## config.mk

```make
export PLATFORM = sky130hd
export DESIGN_NAME = ddr_ctrl_sched
export DESIGN_NICKNAME = d
export VERILOG_FILES = /design/src/rtl/ddr_ctrl_sched_pkg.sv /design/src/rtl/ddr_ref_tracker.sv /design/src/rtl/ddr_ctrl_sched.sv
export SDC_FILE = /design/constraint.sdc
export NUM_CORES = 1
export LEC_CHECK = 0
export BUFFER_PORTS_ARGS = -buffer_cell sky130_fd_sc_hd__buf_2
export CELL_PAD_IN_SITES_DETAIL_PLACEMENT = 0
export CELL_PAD_IN_SITES_GLOBAL_PLACEMENT = 1
export CORE_MARGIN = 4
export CORE_UTILIZATION = 42
export DETAILED_ROUTE_END_ITERATION = 10
export PLACE_DENSITY = 0.84
export REMOVE_ABC_BUFFERS = 1
export SLEW_MARGIN = 20
export SYNTH_ARGS = -nofsm -noshare
export SYNTH_HDL_FRONTEND = slang
export SYNTH_SLANG_ARGS = --single-unit
```

## constraint.sdc

```tcl
create_clock -name clock_t -period 2.6 [get_ports clock_t]
set_clock_uncertainty 0.2 [all_clocks]
set_input_delay 0.26 -clock clock_t [delete_from_list [all_inputs] [get_ports clock_t]]
set_output_delay 0.26 -clock clock_t [all_outputs]
set_load 0.02 [all_outputs]
```

## src/rtl/ddr_ctrl_sched_pkg.sv

```systemverilog
// Shared types and default timing for the DDR control scheduler.
// Defaults describe a DDR4-class part at controller clock rate.
package ddr_ctrl_sched_pkg;

    typedef enum logic [2:0] {
        S_IDLE,
        S_INIT,
        S_RW,
        S_DRAIN,
        S_REFRESH,
        S_UPDATE
    } sched_fsm_type;

    localparam int TREF         = 7800;
    localparam int TRFC         = 350;
    localparam int TMOD         = 24;
    localparam int MAX_POSTPONE = 8;
    localparam int MRS_WIDTH    = 13;

endpackage

```

## src/rtl/ddr_ref_tracker.sv

```systemverilog
// Per-rank refresh interval counter with postponement debt.
// Counter starts at a staggered offset on the first RW entry.
module ddr_ref_tracker #(
    parameter int TREF         = ddr_ctrl_sched_pkg::TREF,
    parameter int MAX_POSTPONE = ddr_ctrl_sched_pkg::MAX_POSTPONE,
    parameter int OFFSET       = 0,
    parameter int DW           = $clog2(MAX_POSTPONE + 2)
) (
    input  logic          clk,
    input  logic          rst,
    input  logic          start,
    input  logic          dec,
    output logic [DW-1:0] debt,
    output logic          urgent,
    output logic          overflow
);
    import ddr_ctrl_sched_pkg::*;

    localparam int CW = $clog2(TREF + 1);

    logic [CW-1:0] cnt;
    logic          run;
    logic          wrap;

    assign wrap   = run && (cnt == CW'(TREF - 1));
    assign urgent = debt >= DW'(MAX_POSTPONE);

    always_ff @(posedge clk or posedge rst) begin
        if (rst) begin
            cnt <= '0;
            run <= 1'b0;
        end else if (start && !run) begin
            cnt <= CW'(OFFSET);
            run <= 1'b1;
        end else if (run) begin
            cnt <= wrap ? '0 : cnt + CW'(1);
        end
    end

    // A wrap and a refresh in the same cycle cancel out.
    always_ff @(posedge clk or posedge rst) begin
        if (rst) begin
            debt     <= '0;
            overflow <= 1'b0;
        end else if (wrap && !dec) begin
            if (debt == DW'(MAX_POSTPONE + 1))
                overflow <= 1'b1;
            else
                debt <= debt + DW'(1);
        end else if (dec && !wrap && debt != '0) begin
            debt <= debt - DW'(1);
        end
    end

endmodule

```

## src/rtl/ddr_ctrl_sched.sv

```systemverilog
// DDR control scheduler: init, read/write, drain, refresh with postponement, MRS.
// Define DDR_SCHED_STATS_EN to add saturating refresh/urgent/MRS counters.
module ddr_ctrl_sched #(
    parameter int NUM_RANKS    = 2,
    parameter int TREF         = ddr_ctrl_sched_pkg::TREF,
    parameter int TRFC         = ddr_ctrl_sched_pkg::TRFC,
    parameter int TMOD         = ddr_ctrl_sched_pkg::TMOD,
    parameter int MAX_POSTPONE = ddr_ctrl_sched_pkg::MAX_POSTPONE,
    parameter int MRS_W        = ddr_ctrl_sched_pkg::MRS_WIDTH
) (
    input  logic                 clock_t,
    input  logic                 reset,
    input  logic                 config_done,
    input  logic                 rw_idle,
    input  logic                 mrs_update,
    input  logic [1:0]           mrs_bl,
    input  logic [MRS_W-1:0]     mr0,
    output logic                 rw_proc,
    output logic                 dev_busy,
    output logic [NUM_RANKS-1:0] refresh_rdy,
    output logic                 mrs_update_rdy,
    output logic [MRS_W-1:0]     mrs_update_cmd,
    output logic                 ref_overflow
`ifdef DDR_SCHED_STATS_EN
    ,
    output logic [31:0]          stat_ref_cnt,
    output logic [31:0]          stat_urgent_cnt,
    output logic [31:0]          stat_mrs_cnt
`endif
);
    import ddr_ctrl_sched_pkg::*;

    localparam int DW = $clog2(MAX_POSTPONE + 2);
    localparam int TW = $clog2((TRFC > TMOD ? TRFC : TMOD) + 1);
    localparam int PW = (NUM_RANKS > 1) ? $clog2(NUM_RANKS) : 1;

    sched_fsm_type state, next_state;

    logic [DW-1:0]        debt [NUM_RANKS];
    logic [NUM_RANKS-1:0] urgent;
    logic [NUM_RANKS-1:0] owed;
    logic [NUM_RANKS-1:0] ovf;
    logic [TW-1:0]        timer;
    logic [PW-1:0]        rr_ptr;
    logic [PW-1:0]        sel;
    logic [1:0]           bl_lat;
    logic                 mrs_pend;
    logic                 any_urgent;
    logic                 any_owed;
    logic                 ref_go;
    logic                 upd_go;

    for (genvar r = 0; r < NUM_RANKS; r++) begin : g_rank
        ddr_ref_tracker #(
            .TREF         (TREF),
            .MAX_POSTPONE (MAX_POSTPONE),
            .OFFSET       (r * (TREF / NUM_RANKS)),
            .DW           (DW)
        ) u_trk (
            .clk      (clock_t),
            .rst      (reset),
            .start    (next_state == S_RW),
            .dec      (refresh_rdy[r]),
            .debt     (debt[r]),
            .urgent   (urgent[r]),
            .overflow (ovf[r])
        );
        assign owed[r] = debt[r] != '0;
    end

    assign any_urgent   = |urgent;
    assign any_owed     = |owed;
    assign ref_overflow = |ovf;
    assign rw_proc      = state == S_RW;
    assign dev_busy     = !rw_proc;
    assign ref_go       = (state == S_DRAIN) && (next_state == S_REFRESH);
    assign upd_go       = (state == S_DRAIN) && (next_state == S_UPDATE);

    // Descending scan so the lowest urgent / first owed-from-pointer wins.
    always_comb begin
        sel = '0;
        for (int k = NUM_RANKS - 1; k >= 0; k--) begin
            if (any_urgent) begin
                if (urgent[k])
                    sel = PW'(k);
            end else if (owed[(int'(rr_ptr) + k) % NUM_RANKS]) begin
                sel = PW'((int'(rr_ptr) + k) % NUM_RANKS);
            end
        end
    end

    always_comb begin
        next_state = state;
        unique case (state)
            S_IDLE:    next_state = S_INIT;
            S_INIT:    if (config_done) next_state = S_RW;
            S_RW: begin
                if (any_urgent || mrs_pend || (any_owed && rw_idle))
                    next_state = S_DRAIN;
            end
            S_DRAIN: begin
                if (rw_idle) begin
                    if (any_urgent)    next_state = S_REFRESH;
                    else if (mrs_pend) next_state = S_UPDATE;
                    else if (any_owed) next_state = S_REFRESH;
                    else               next_state = S_RW;
                end
            end
            S_REFRESH: if (timer == TW'(TRFC - 1)) next_state = S_RW;
            S_UPDATE:  if (timer == TW'(TMOD - 1)) next_state = S_RW;
            default:   next_state = S_IDLE;
        endcase
    end

    always_ff @(posedge clock_t or posedge reset) begin
        if (reset) begin
            state          <= S_IDLE;
            timer          <= '0;
            rr_ptr         <= '0;
            refresh_rdy    <= '0;
            mrs_update_rdy <= 1'b0;
            mrs_update_cmd <= '0;
            mrs_pend       <= 1'b0;
            bl_lat         <= 2'b00;
        end else begin
            state          <= next_state;
            timer          <= (next_state != state) ? '0 : timer + TW'(1);
            refresh_rdy    <= ref_go ? (NUM_RANKS'(1) << sel) : '0;
            mrs_update_rdy <= upd_go;
            if (ref_go)
                rr_ptr <= (sel == PW'(NUM_RANKS - 1)) ? '0 : sel + PW'(1);
            if (upd_go)
                mrs_update_cmd <= {mr0[MRS_W-1:2], bl_lat};
            // A request landing on the entry cycle survives the clear.
            if (mrs_update) begin
                mrs_pend <= 1'b1;
                bl_lat   <= mrs_bl;
            end else if (upd_go) begin
                mrs_pend <= 1'b0;
            end
        end
    end

`ifdef DDR_SCHED_STATS_EN
    always_ff @(posedge clock_t or posedge reset) begin
        if (reset) begin
            stat_ref_cnt    <= '0;
            stat_urgent_cnt <= '0;
            stat_mrs_cnt    <= '0;
        end else begin
            if ((|refresh_rdy) && stat_ref_cnt != '1)
                stat_ref_cnt <= stat_ref_cnt + 32'd1;
            if (ref_go && any_urgent && stat_urgent_cnt != '1)
                stat_urgent_cnt <= stat_urgent_cnt + 32'd1;
            if (mrs_update_rdy && stat_mrs_cnt != '1)
                stat_mrs_cnt <= stat_mrs_cnt + 32'd1;
        end
    end
`endif

endmodule

```

==> results.md <==
- Synth Instances: 380
- Largest net degree at the start of global routing: 40
- Pre-CTS setup slack: -0.3214 ns
- Detailed placement HPWL: 5.987 mm
- Worst-skew pair later-pin latency: 0.36 ns
- Synth unique cells: 57
- Mapped Area: between 3000 and 4000 um2
- Post-route setup slack: -0.1532 ns
- Most frequent CP cell: a21o_1
- Via count: ~3200
- Setup_tns: -1.077 ns
- Layout cells sized above 1: roughly 32%
- Worst Max-Slew Pin Slew: around 0.86 ns
- Port bufs: 36
- CP max stage delay: 0.45 ns
- Fmax: around 360 MHz
- CTS buffer count: 9
- Gpl congestion: just over 0.8
- Worst R2R Path Depth: 11
- CP cell instances: nor4bb_1 -> buf_4 -> nand2_1 -> or4_4 -> ha_4 -> a21o_1 -> a21oi_2 -> or3_1 -> nand3_2 -> o311ai_1 -> a21o_1
- Warnings from Yosys: 0
- Hold Path Depth: 3
- # IOs: 39
- Global-route wire length before repair: about 15 mm
- Mean post-synth cell area: between 9 and 10 um2
- Post-placement cell count: between 500 and 600
- Sink Count: 70
- Diode count: 0
- DP Area: approximately 4400 um2
- CTS root buf: clkbuf_8
- Failing checks: negative setup slack
- Post-route ant nets: 0
- R2r endpoint: g_rank[1].u_trk.debt[3]$_DFFE_PP0P_
- Max cap viols: 0
- Fin. Hold Viols: 0
- Std cell rows: 34
- Critical Path Source Type: flop
- WL per Instance: 15.05 um
- Setup crit end kind: flop
- Core box area: approximately 9000 um2
- Hold_sp: config_done
- Yosys reg bits: 70
- Peak fanout along the critical path: 3
- Hold Path Class: input port to flop
- WL final: approximately 9 mm
- Gr usage total: between 10% and 20%
- Hold slack: between 0.08 and 0.09 ns
- Reg-to-Reg Start: g_rank[1].u_trk.cnt[3]$_DFFE_PP0P_
- Fin. max-slew vios: 0
- RSZ-0062 raised after global routing: yes
- DIE WIDTH: 103.1 um
- Detailed Routing Iterations Pass 1: 4
- Reg2reg setup slack: -0.15 ns
- Ys async rst share: 100.0%
- Final Cycle Share: 105.9%
- Post-Layout Cell Count: 595
- H-tree depth: 3
- Main synth FF type: dfrtp_1
- Starting Density: a little over two fifths
- Final #Nets: 512
- Period minus WS final: ~2.8 ns
- Status: finished with violations
- Grt total ovfl: 0
- Clk buf depth: 2
- Crit-path slowest cell: or4_4
- Hold EP: state[0]$_DFF_PP0_
- Number of global-route vias before repair: about 3300
- Worst relative slew slack: between 40% and 50%
- Die Area: 10620 um2
- Post-synth EDFFs: 0
- Final Setup Violations: 15
- Critical path arrival: between 2 and 3 ns
- Finished Cell Area: roughly 5000 um2
- DRC viols: 0
- Initial antenna violation count: 0
- Vias/cell: between 5 and 6
- Total power: between 4 and 5 mW
- Worst EP required: between 2 and 3 ns
- Worst-path clk slew: ~0.09 ns
- Leak Pwr: 2.339 nW
- P per Cell Area: around 850 nW/um2
- VDD IR max: 0.4622 mV
- DRT iter0 DRCs: slightly above 100
- Sequential area share after synthesis: between 40% and 50%
- Syn-to-layout area delta: 30.37%
- CP Class: flop to flop
- Post-layout util: 56.45%
- DIE HEIGHT: around 100 um
- CTS tree: done
-- cell usage after synthesis (2+ instances only) --
cell / count / area (um2)
dfrtp_1: 70 / 1752
nand2_1: 45 / 168.9
nor2_1: 30 / 112.6
nand3_1: 28 / 140.1
o21ai_0: 22 / 110.1
xor2_1: 14 / 122.6
clkbuf_1: 12 / 45.04
and3_1: 11 / 68.82
mux2_2: 10 / 112.6
xnor2_1: 10 / 87.58
a21oi_1: 8 / 40.04
ha_1: 8 / 100.1
inv_1: 8 / 30.03
mux2_4: 8 / 120.1
nand2b_1: 8 / 50.05
nand4_1: 7 / 43.79
nor3_1: 6 / 30.03
a31oi_1: 5 / 31.28
a21o_1: 4 / 30.03
and4_1: 4 / 35.03
nor3b_1: 4 / 30.03
a221o_1: 3 / 30.03
nor2b_1: 3 / 18.77
nor4bb_1: 3 / 30.03
o311ai_0: 3 / 26.28
a211o_1: 2 / 17.52
and2_4: 2 / 17.52
buf_4: 2 / 15.01
fa_1: 2 / 40.04
mux2i_1: 2 / 20.02
nand3b_1: 2 / 15.01
nand4b_1: 2 / 17.52
nor2_2: 2 / 12.51
nor4b_1: 2 / 17.52
o21a_1: 2 / 15.01
o21bai_1: 2 / 15.01
or2_2: 2 / 12.51
or3_1: 2 / 12.51
or4_4: 2 / 22.52
-- layout make-up --
class                           instances  area [um2]
Fill cell                             778        3816
Inverter                                8       30.03
Sequential cell                        70        1752
Clock buffer                            9       123.9
Timing Repair Buffer                  106       767.0
Clock inverter                          7       80.08
Tap cell                              108       135.1
Multi-Input combinational cell        287        2059
-- worst max-delay path by stage --
stage / start / endpoint / slack, ns / cells past startpoint
6_report: g_rank[1].u_trk.cnt[3]$_DFFE_PP0P_ / g_rank[1].u_trk.debt[3]$_DFFE_PP0P_ / -0.15 / 11
2_1_floorplan: g_rank[1].u_trk.cnt[3]$_DFFE_PP0P_ / g_rank[1].u_trk.debt[3]$_DFFE_PP0P_ / -0.19 / 10
4_1_cts: g_rank[1].u_trk.cnt[8]$_DFFE_PP0P_ / g_rank[1].u_trk.debt[3]$_DFFE_PP0P_ / -0.16 / 11
3_5_place_dp: g_rank[1].u_trk.cnt[3]$_DFFE_PP0P_ / g_rank[1].u_trk.debt[3]$_DFFE_PP0P_ / -0.32 / 11
3_3_place_gp: g_rank[1].u_trk.cnt[3]$_DFFE_PP0P_ / g_rank[1].u_trk.debt[3]$_DFFE_PP0P_ / -0.21 / 11
5_1_grt: g_rank[1].u_trk.cnt[3]$_DFFE_PP0P_ / g_rank[1].u_trk.debt[3]$_DFFE_PP0P_ / -0.29 / 11
-- layer usage --
metal	wire length (um)	global-route usage, %	vias up
met3	307	4.195	15
met1	4051	22.64	1578
met2	4419	30.64	65
li1	-	-	1566
met4	173	6.873	0
met5	0	0	-
-- flip-flops by register name (all words and copies together), names as in the netlist, 2 cells and up --
| register | cells |
|---|---|
| refresh_rdy | 2 |
| g_rank.u_trk.overflow | 2 |
| mrs_update_cmd | 13 |
| state | 3 |
| g_rank.u_trk.run | 2 |
| bl_lat | 2 |
| g_rank.u_trk.debt | 8 |
| timer | 9 |
| g_rank.u_trk.cnt | 26 |
-- critical path, delay by kind of cell (launching register included) --
family / cells / cell delay (ns)
AOI/OAI and AO/OA: 4 / 0.44
and+or+nand+nor: 5 / 1.17
DFF: 1 / 0.38
adders and majority gates: 1 / 0.28
buffers and inverters: 1 / 0.16
-- repair_timing --
item	4_1_cts	5_1_grt
setup endpoints to repair	18	34
endpoints found under the hold margin	51	0
buffers inserted	0	7
pin swaps	3	14
gates resized for setup	7	22
hold buffers	15	0
-- power breakdown --
group          switching (mW)  leakage, nW  internal (mW)
registers               0.235        0.882           1.35
logic                   0.859         1.35          0.826
clock network           0.470        0.103          0.458
-- layout by cell type (no fill, tap or decap), types with 3 or more instances in the layout --
| master | count |
|---|---|
| nand4_1 | 7 |
| nand2b_1 | 7 |
| clkbuf_8 | 9 |
| nor3b_1 | 4 |
| mux2_4 | 8 |
| inv_6 | 3 |
| nor2_2 | 5 |
| nand2_1 | 45 |
| dlygate4sd3_1 | 15 |
| a221o_1 | 3 |
| buf_4 | 51 |
| buf_6 | 3 |
| ha_1 | 6 |
| nor3_1 | 6 |
| mux2_2 | 10 |
| xor2_1 | 14 |
| or4_4 | 3 |
| a21oi_1 | 7 |
| and4_1 | 3 |
| dfrtp_1 | 70 |
| inv_1 | 7 |
| nor2_1 | 25 |
| a31oi_1 | 5 |
| buf_2 | 36 |
| a21o_1 | 4 |
| nand3_1 | 26 |
| and3_1 | 10 |
| o21ai_0 | 22 |
| xnor2_1 | 10 |
| nor2b_1 | 3 |
-- logic make-up (layout without fill, tap and decap cells) --
group | count (synthesis) | in the layout | synth area share (%)
buf+inv | 23 | 130 | 2.670
mux | 20 | 20 | 6.660
flops | 70 | 70 | 46.16
fa+ha+maj | 10 | 10 | 3.693
simple gates | 170 | 170 | 23.61
compound gates | 63 | 63 | 11.67
xor+xnor | 24 | 24 | 5.539
Power figures use the tool's default switching activity.
